**src/rtl/exp_sched_pkg.sv**
```systemverilog
// Shared types and constants for the exp stream scheduler.
package exp_sched_pkg;

  typedef enum logic [1:0] {
    IDLE   = 2'd0,
    ISSUE  = 2'd1,
    DRAIN  = 2'd2,
    FINISH = 2'd3
  } state_t;

  localparam logic [31:0] FP_ZERO = 32'h0000_0000;
  localparam logic [31:0] FP_ONE  = 32'h3f80_0000;

endpackage

```
**src/rtl/valid_delay_line.sv**
```systemverilog
// Shift register that delays a valid vector by DEPTH cycles; DEPTH must be >= 2.
module valid_delay_line #(
  parameter int DEPTH = 4,
  parameter int WIDTH = 1
) (
  input  logic                        Clock,
  input  logic                        Clear,
  input  logic [WIDTH-1:0]            din,
  output logic [DEPTH-1:0][WIDTH-1:0] vld_pipe
);

  always_ff @(posedge Clock) begin
    if (Clear) vld_pipe <= '0;
    else       vld_pipe <= {vld_pipe[DEPTH-2:0], din};
  end

endmodule

```
**src/rtl/exp_stream_scheduler.sv**
```systemverilog
// Streams Len operands from the input buffer through the pipelined exp unit
// and writes each result back at the matching index.
module exp_stream_scheduler
  import exp_sched_pkg::*;
#(
  parameter int BITWIDTH    = 32,
  parameter int ADDRW       = 8,
  parameter int EXP_LATENCY = 141
) (
  input  logic                Clock,
  input  logic                Reset,
  input  logic                Start,
  input  logic [ADDRW:0]      Len,
  output logic                Busy,
  output logic                Done,
  output logic                Err,
  output logic                RdEn,
  output logic [ADDRW-1:0]    RdAddr,
  input  logic [BITWIDTH-1:0] RdData,
  output logic                WrEn,
  output logic [ADDRW-1:0]    WrAddr,
  output logic [BITWIDTH-1:0] WrData,
  output logic                ExpStr,
  output logic [BITWIDTH-1:0] ExpDatain,
  input  logic                ExpAck,
  input  logic [BITWIDTH-1:0] ExpDataOut
);

  localparam logic [ADDRW:0] CNT_ONE = {{ADDRW{1'b0}}, 1'b1};

  state_t                           state, state_nx;
  logic [ADDRW:0]                   len_q, iss_cnt, wr_cnt;
  logic                             in_vld, tap, last_wr, accept;
  logic [EXP_LATENCY-1:0][0:0]      vld_pipe;

  valid_delay_line #(.DEPTH(EXP_LATENCY), .WIDTH(1)) u_vld_dly (
    .Clock    (Clock),
    .Clear    (Reset),
    .din      (in_vld),
    .vld_pipe (vld_pipe)
  );

  assign tap     = vld_pipe[EXP_LATENCY-1][0];
  // Done is registered, so the FSM is already IDLE during the Done cycle;
  // holding off Start there keeps the next run from overlapping it.
  assign accept  = (state == IDLE) && Start && !Done;
  assign last_wr = tap && (wr_cnt == len_q - CNT_ONE);

  always_comb begin
    state_nx = state;
    case (state)
      IDLE:    if (accept) state_nx = (Len == '0) ? FINISH : ISSUE;
      ISSUE:   if (iss_cnt == len_q - CNT_ONE) state_nx = DRAIN;
      DRAIN:   if (last_wr) state_nx = FINISH;
      FINISH:  state_nx = IDLE;
      default: state_nx = IDLE;
    endcase
  end

  always_ff @(posedge Clock) begin
    if (Reset) begin
      state   <= IDLE;
      len_q   <= '0;
      iss_cnt <= '0;
      wr_cnt  <= '0;
      in_vld  <= 1'b0;
      Done    <= 1'b0;
      Err     <= 1'b0;
    end else begin
      state  <= state_nx;
      in_vld <= (state == ISSUE);
      Done   <= (state == FINISH);
      if (accept) begin
        len_q   <= Len;
        iss_cnt <= '0;
        wr_cnt  <= '0;
      end else begin
        if (state == ISSUE) iss_cnt <= iss_cnt + CNT_ONE;
        if (tap)            wr_cnt  <= wr_cnt + CNT_ONE;
      end
      if (tap && !ExpAck) Err <= 1'b1;
    end
  end

  assign Busy      = (state != IDLE) || Done;
  assign RdEn      = (state == ISSUE);
  assign RdAddr    = RdEn ? iss_cnt[ADDRW-1:0] : '0;
  // Str spans first operand through the last capture, bubbles included.
  assign ExpStr    = in_vld || (|vld_pipe);
  assign ExpDatain = in_vld ? RdData : BITWIDTH'(FP_ZERO);
  assign WrEn      = tap;
  assign WrAddr    = tap ? wr_cnt[ADDRW-1:0] : '0;
  assign WrData    = tap ? ExpDataOut : '0;

endmodule
```
**config.mk**
```make
export PLATFORM = sky130hd
export DESIGN_NAME = exp_stream_scheduler
export DESIGN_NICKNAME = d
export VERILOG_FILES = /design/src/rtl/exp_sched_pkg.sv /design/src/rtl/valid_delay_line.sv /design/src/rtl/exp_stream_scheduler.sv
export SDC_FILE = /design/constraint.sdc
export NUM_CORES = 1
export LEC_CHECK = 0
export BUFFER_PORTS_ARGS = -buffer_cell sky130_fd_sc_hd__clkbuf_2
export CORE_MARGIN = 2
export CORE_UTILIZATION = 45
export DETAILED_ROUTE_END_ITERATION = 16
export HOLD_SLACK_MARGIN = 0.06
export PLACE_DENSITY = 0.74
export SYNTH_ARGS = -nofsm -noshare
export SYNTH_HDL_FRONTEND = slang
export SYNTH_SLANG_ARGS = --single-unit
```
**constraint.sdc**
```tcl
create_clock -name Clock -period 5 [get_ports Clock]
set_clock_uncertainty 0.05 [all_clocks]
set_input_delay 1 -clock Clock [delete_from_list [all_inputs] [get_ports Clock]]
set_output_delay 1 -clock Clock [all_outputs]
set_load 0.01 [all_outputs]
```
## Yosys cells after proc, flatten, opt, wreduce, memory -nomap -nowiden

Index checks and enable logic that the tools add are counted.

- $add $sub $neg: 3
- Equal/unequal tests: 8
- Multiplexer cells: 9
- Reductions and logical operators: 14

Operators with widths:

| cell | number |
|---|---|
| 141-bit OR reduction | 1 |
| 32-bit two-way mux | 2 |
| 9-bit by 1-bit adder with 9-bit output, second input constant | 2 |
| 9-bit equality test | 2 |
| 8-bit two-way mux | 2 |
| 9-bit zero test | 1 |
| 9-bit by 1-bit subtractor with 9-bit output, second input constant | 1 |
| 2-bit two-way mux | 4 |
| 2-bit case mux with 4 select lines | 1 |
| 2-bit equality test, second input constant | 2 |
| 1-bit logical AND | 4 |
| 2-bit inequality test, second input constant | 2 |
| 3-bit AND reduction | 1 |
| 2-bit by 1-bit equality test with 1-bit output, second input constant | 1 |
| 1-bit zero test | 2 |
| 2-bit zero test | 1 |
| 1-bit logical OR | 2 |
| 2-bit by 1-bit inequality test with 1-bit output, second input constant | 1 |
| 2-bit nonzero test | 1 |
| 2-bit OR reduction | 1 |

- Bits in registers: 173
- Input bits: 77
- Word-level logic and storage cells: 182

## Logic depth before layout (Yosys ltp)

- Depth in word-level cells: 5
- Gate-level depth with buffers: 10

## Hierarchy

Synthesis repeated with hierarchy kept, for this count alone.

- Cell total of the unflattened synthesis: 635
- Area total of the unflattened synthesis: 6411.1 um^2

Modules (own cells, without submodules):

| module | instances | cells an instance | area each (um^2) |
|---|---|---|---|
| valid_delay_line | 1 | 297 | 3782.4 |
| exp_stream_scheduler | 1 | 338 | 2628.8 |

## Worst setup path before layout

OpenSTA, ideal clock, no wires.

- Path kind: register -> output
- Start: register u_vld_dly.vld_pipe[140] in the netlist's numbering
- End: output ExpStr
- Arrival: 1.288 ns
- Setup slack: 2.662 ns
- Cell stages (with the launch flop): 6
- Path buffers: 1
- Cell sequence: dfxtp_1 clkbuf_1 nor4_1 nand4_1 nor4_1 nand3_1

- Word-level cells in the longest chain between the ends: 2

RTL lines:

| item | line | RTL |
|---|---|---|
| start: declaration | valid_delay_line.sv:9 | `output logic [DEPTH-1:0][WIDTH-1:0] vld_pipe` |
| start signal: assignment | valid_delay_line.sv:14 | `else vld_pipe <= {vld_pipe[DEPTH-2:0], din};` |
| 141-bit OR reduction | exp_stream_scheduler.sv:89 | `assign ExpStr = in_vld \|\| (\|vld_pipe);` |
| 1-bit logical OR | exp_stream_scheduler.sv:89 |  |
| end: declaration | exp_stream_scheduler.sv:23 | `output logic ExpStr,` |

No other way between the ends.

## Worst setup path in the final report

Ends and elaborated chain as after synthesis.

==> flow_metrics.env <==
export IMPL_cts_tree="yes"
export IMPL_antenna_violations_before_repair=0
export IMPL_holdCritPathClass="reg2reg"
export IMPL_synth_seq_cells=173
export IMPL_grt_util_met3=0.0480
export IMPL_placement_rows=43
export IMPL_die_y_um=123
export IMPL_maximum_number_of_pins_on_one_net_before_global_route_repair=89
export IMPL_drv_slew=0
export IMPL_wl_per_cell_um=13.8
export IMPL_actual_slew_at_the_worst_max_slew_pin_ns=1.19
export IMPL_period_minus_slack_ns=3.33
export IMPL_worst_path_largest_cell_delay_ns=0.71
export IMPL_finalNetCount=869
export IMPL_power_density_nw_per_um2=415
export IMPL_synth_area_per_cell_um2=10.1
export IMPL_die_area_um2=15200
export IMPL_dp_hpwl_mm=9.42
export IMPL_r2r_worst_path_cells=9
export IMPL_hold_worst_slack_ns=0.413
export IMPL_synth_flop_cell="sky130_fd_sc_hd__dfxtp_1"
export IMPL_place_detailed_instances=945
export IMPL_worstPathRequired_ns=3.95
export IMPL_port_buffer_count=162
export IMPL_critPathMostFrequentCell="sky130_fd_sc_hd__nor4_1"
export IMPL_cts_root_buffer="sky130_fd_sc_hd__clkbuf_16"
export IMPL_grt_pass1_vias=4511
export IMPL_numClockSinks=173
export IMPL_mappedNetlistArea_um2=6420
export IMPL_critical_path_class="reg2out"
export IMPL_r2r_slack_ns=2.45
export IMPL_post_cts_resize_count=0
export IMPL_aggregate_routed_wire_length_mm=13.4
export IMPL_holdBufCountCts=0
export IMPL_drt_pass1_iterations=4
export IMPL_cts_root_to_sink_buffers=2
export IMPL_post_cts_buffers=0
export IMPL_ys_types=48
export IMPL_boundaryPins=163
export IMPL_core_area_um2=13900
export IMPL_max_cap_viol_count=0
export IMPL_syn_inst=634
export IMPL_whs_endpoint="u_vld_dly.vld_pipe[11]"
export IMPL_globalRouteTotalUtil=0.180
export IMPL_area_growth_pct=24.0
export IMPL_placer_s_final_routability_congestion_estimate=0.882
export IMPL_worst_slew_margin_rel=0.205
export IMPL_fmax_mhz=300
export IMPL_hold_path_startpoint="u_vld_dly.vld_pipe[10]"
export IMPL_hold_violations=0
export IMPL_outcome="complete, no violations"
export IMPL_htreeDepth=4
export IMPL_dr_first_iter_drc_count=250
export IMPL_setup_worst_path_end_class="output pin"
export IMPL_worstSkewPairLatency_ns=0.42
export IMPL_antenna_cells=0
export IMPL_fin_total_pwr_w=0.00330
export IMPL_seq_area_frac_synth=0.539
export IMPL_report_final_setup_viol=0
export IMPL_yosysWarnings=0
export IMPL_syn_num_nets=719
export IMPL_critical_path_slowest_cell="sky130_fd_sc_hd__dfxtp_1"
export IMPL_drcViolationCount=0
export IMPL_power_ir_vdd_worst_v=0.000262
export IMPL_grt_first_pass_wirelength_mm=21.4
export IMPL_power_leakage_nw=3.58
export IMPL_synth_edff_count=0
export IMPL_clk_pin_slew_worst_paths_ns=0.07
export IMPL_cp_max_fo=48
export IMPL_worst_ep_arrival_time_ns=2.28
export IMPL_rsz0062_at_grt="no"
export IMPL_initial_core_util=0.461
export IMPL_min_period_over_period=0.667
export IMPL_fillerInstances=1193
export IMPL_crit_path_cell_trace="nor4_1, nand4_1, nor4_1, nand3_1, clkbuf_2"
export IMPL_ys_async_sr_fraction=0
export IMPL_grt_busiest_layer="met2"
export IMPL_use_met2=0.304
export IMPL_worst_r2r_startpoint="len_q[0]"
export IMPL_finish_cell_count_without_fillers=977
export IMPL_global_route_overflow_total=0
export IMPL_dieWidth_um=123
export IMPL_globalRouteMet1Util=0.223
export IMPL_viasPerCell=4.80
export IMPL_cts_inserted_buffers=17
export IMPL_num_vias=4691
export IMPL_critPathLaunchType="flop"
export IMPL_route_antenna_remaining_nets=0
export IMPL_setup_tns_final_ns=0
export IMPL_whs_path_depth=1
export IMPL_r2r_end="state[1]"
export IMPL_drive_gt1_frac=0.258
-- how the worst max path moves through the flow --
stage	startpoint	end	slack [ns]	cells past startpoint
5_1_grt	u_vld_dly.vld_pipe[140]	ExpStr	1.46	5
4_1_cts	u_vld_dly.vld_pipe[140]	ExpStr	1.63	5
3_5_place_dp	u_vld_dly.vld_pipe[140]	ExpStr	2.15	5
2_1_floorplan	u_vld_dly.vld_pipe[140]	ExpStr	2.66	5
6_report	u_vld_dly.vld_pipe[140]	ExpStr	1.67	5
3_3_place_gp	u_vld_dly.vld_pipe[140]	ExpStr	2.24	5
-- layout make-up --
| type | count | area (µm²) | area share |
|---|---|---|---|
| multi-input combinational | 421 | 2800 | 0.352 |
| clock buffer | 18 | 439 | 0.0552 |
| timing repair buffer | 164 | 828 | 0.104 |
| sequential | 173 | 3460 | 0.435 |
| tap | 180 | 225 | 0.0283 |
| inverter | 7 | 26.3 | 0.00330 |
| clock inverter | 14 | 173 | 0.0217 |
-- sequential cells by signal, indices dropped and copies added, names as in the netlist --
register            cells
u_vld_dly.vld_pipe    141
in_vld                  1
Done                    1
state                   2
Err                     1
wr_cnt                  9
len_q                   9
iss_cnt                 9
-- layer usage --
layer	routed length [µm]	part of all wire	up-vias
met5	0	0	-
met4	187	0.014	0
met3	641	0.048	19
met2	6390	0.48	105
met1	6220	0.46	2182
li1	-	-	2385
-- stage by stage --
stage | cell area, µm² | utilization | setup WS (ns)
final | 7960 | 0.571 | 1.67
after global routing | 7960 | 0.571 | 1.46
after CTS | 7960 | 0.571 | 1.63
after detailed placement | 7350 | 0.527 | 2.15
after global placement | 7350 | 0.527 | 2.24
after floorplan | 6420 | - | 2.66
-- power by group --
part | total, W | switching, W | internal [W]
sequential | 0.00145 | 0.0000421 | 0.00140
combinational | 0.000504 | 0.000278 | 0.000226
clock | 0.00135 | 0.000582 | 0.000771
-- synthesized netlist by cell type (2+ instances only) --
| cell | n | area, µm² |
|---|---|---|
| sky130_fd_sc_hd__a21o_1 | 2 | 15.0 |
| sky130_fd_sc_hd__a21oi_1 | 5 | 25.0 |
| sky130_fd_sc_hd__and2_1 | 80 | 500 |
| sky130_fd_sc_hd__and3_1 | 4 | 25.0 |
| sky130_fd_sc_hd__buf_2 | 2 | 10.0 |
| sky130_fd_sc_hd__clkbuf_1 | 30 | 113 |
| sky130_fd_sc_hd__dfxtp_1 | 173 | 3460 |
| sky130_fd_sc_hd__ha_1 | 8 | 100 |
| sky130_fd_sc_hd__inv_1 | 6 | 22.5 |
| sky130_fd_sc_hd__mux2i_1 | 12 | 120 |
| sky130_fd_sc_hd__nand2_1 | 12 | 45.0 |
| sky130_fd_sc_hd__nand3_1 | 6 | 30.0 |
| sky130_fd_sc_hd__nand4_1 | 14 | 87.6 |
| sky130_fd_sc_hd__nor2_1 | 28 | 105 |
| sky130_fd_sc_hd__nor2b_1 | 143 | 895 |
| sky130_fd_sc_hd__nor3_1 | 3 | 15.0 |
| sky130_fd_sc_hd__nor4_1 | 38 | 238 |
| sky130_fd_sc_hd__o21ai_0 | 2 | 10.0 |
| sky130_fd_sc_hd__or3_1 | 3 | 18.8 |
| sky130_fd_sc_hd__or4_1 | 3 | 22.5 |
| sky130_fd_sc_hd__xnor2_1 | 17 | 149 |
| sky130_fd_sc_hd__xor2_1 | 17 | 149 |
-- layout by cell type (no fill, tap or decap), types with 8 or more instances in the layout --
master | Yosys | layout
sky130_fd_sc_hd__dfxtp_1 | 173 | 173
sky130_fd_sc_hd__clkbuf_2 | 0 | 161
sky130_fd_sc_hd__nor2b_1 | 143 | 143
sky130_fd_sc_hd__and2_1 | 80 | 80
sky130_fd_sc_hd__nor4_1 | 38 | 38
sky130_fd_sc_hd__nor2_1 | 28 | 28
sky130_fd_sc_hd__xnor2_1 | 17 | 17
sky130_fd_sc_hd__xor2_1 | 17 | 17
sky130_fd_sc_hd__clkbuf_16 | 0 | 17
sky130_fd_sc_hd__nand4_1 | 14 | 14
sky130_fd_sc_hd__nand2_1 | 12 | 12
sky130_fd_sc_hd__mux2i_1 | 12 | 12
sky130_fd_sc_hd__ha_1 | 8 | 8
-- cells by family after synthesis --
logic type      Yosys count  synth area share
mux                      12            0.0187
flops                   173             0.539
compound gates           20            0.0242
xor+xnor                 36            0.0524
buf+inv                  40            0.0238
simple gates            344             0.324
fa+ha+maj                 9            0.0173
-- worst max-delay path: cells and delay by family (launching register included) --
family / cells / cell delay [ns]
flip-flops: 1 / 0.71
buffers and inverters: 1 / 0.16
AND/OR/NAND/NOR: 4 / 0.99
Power figures use the tool's default switching activity.
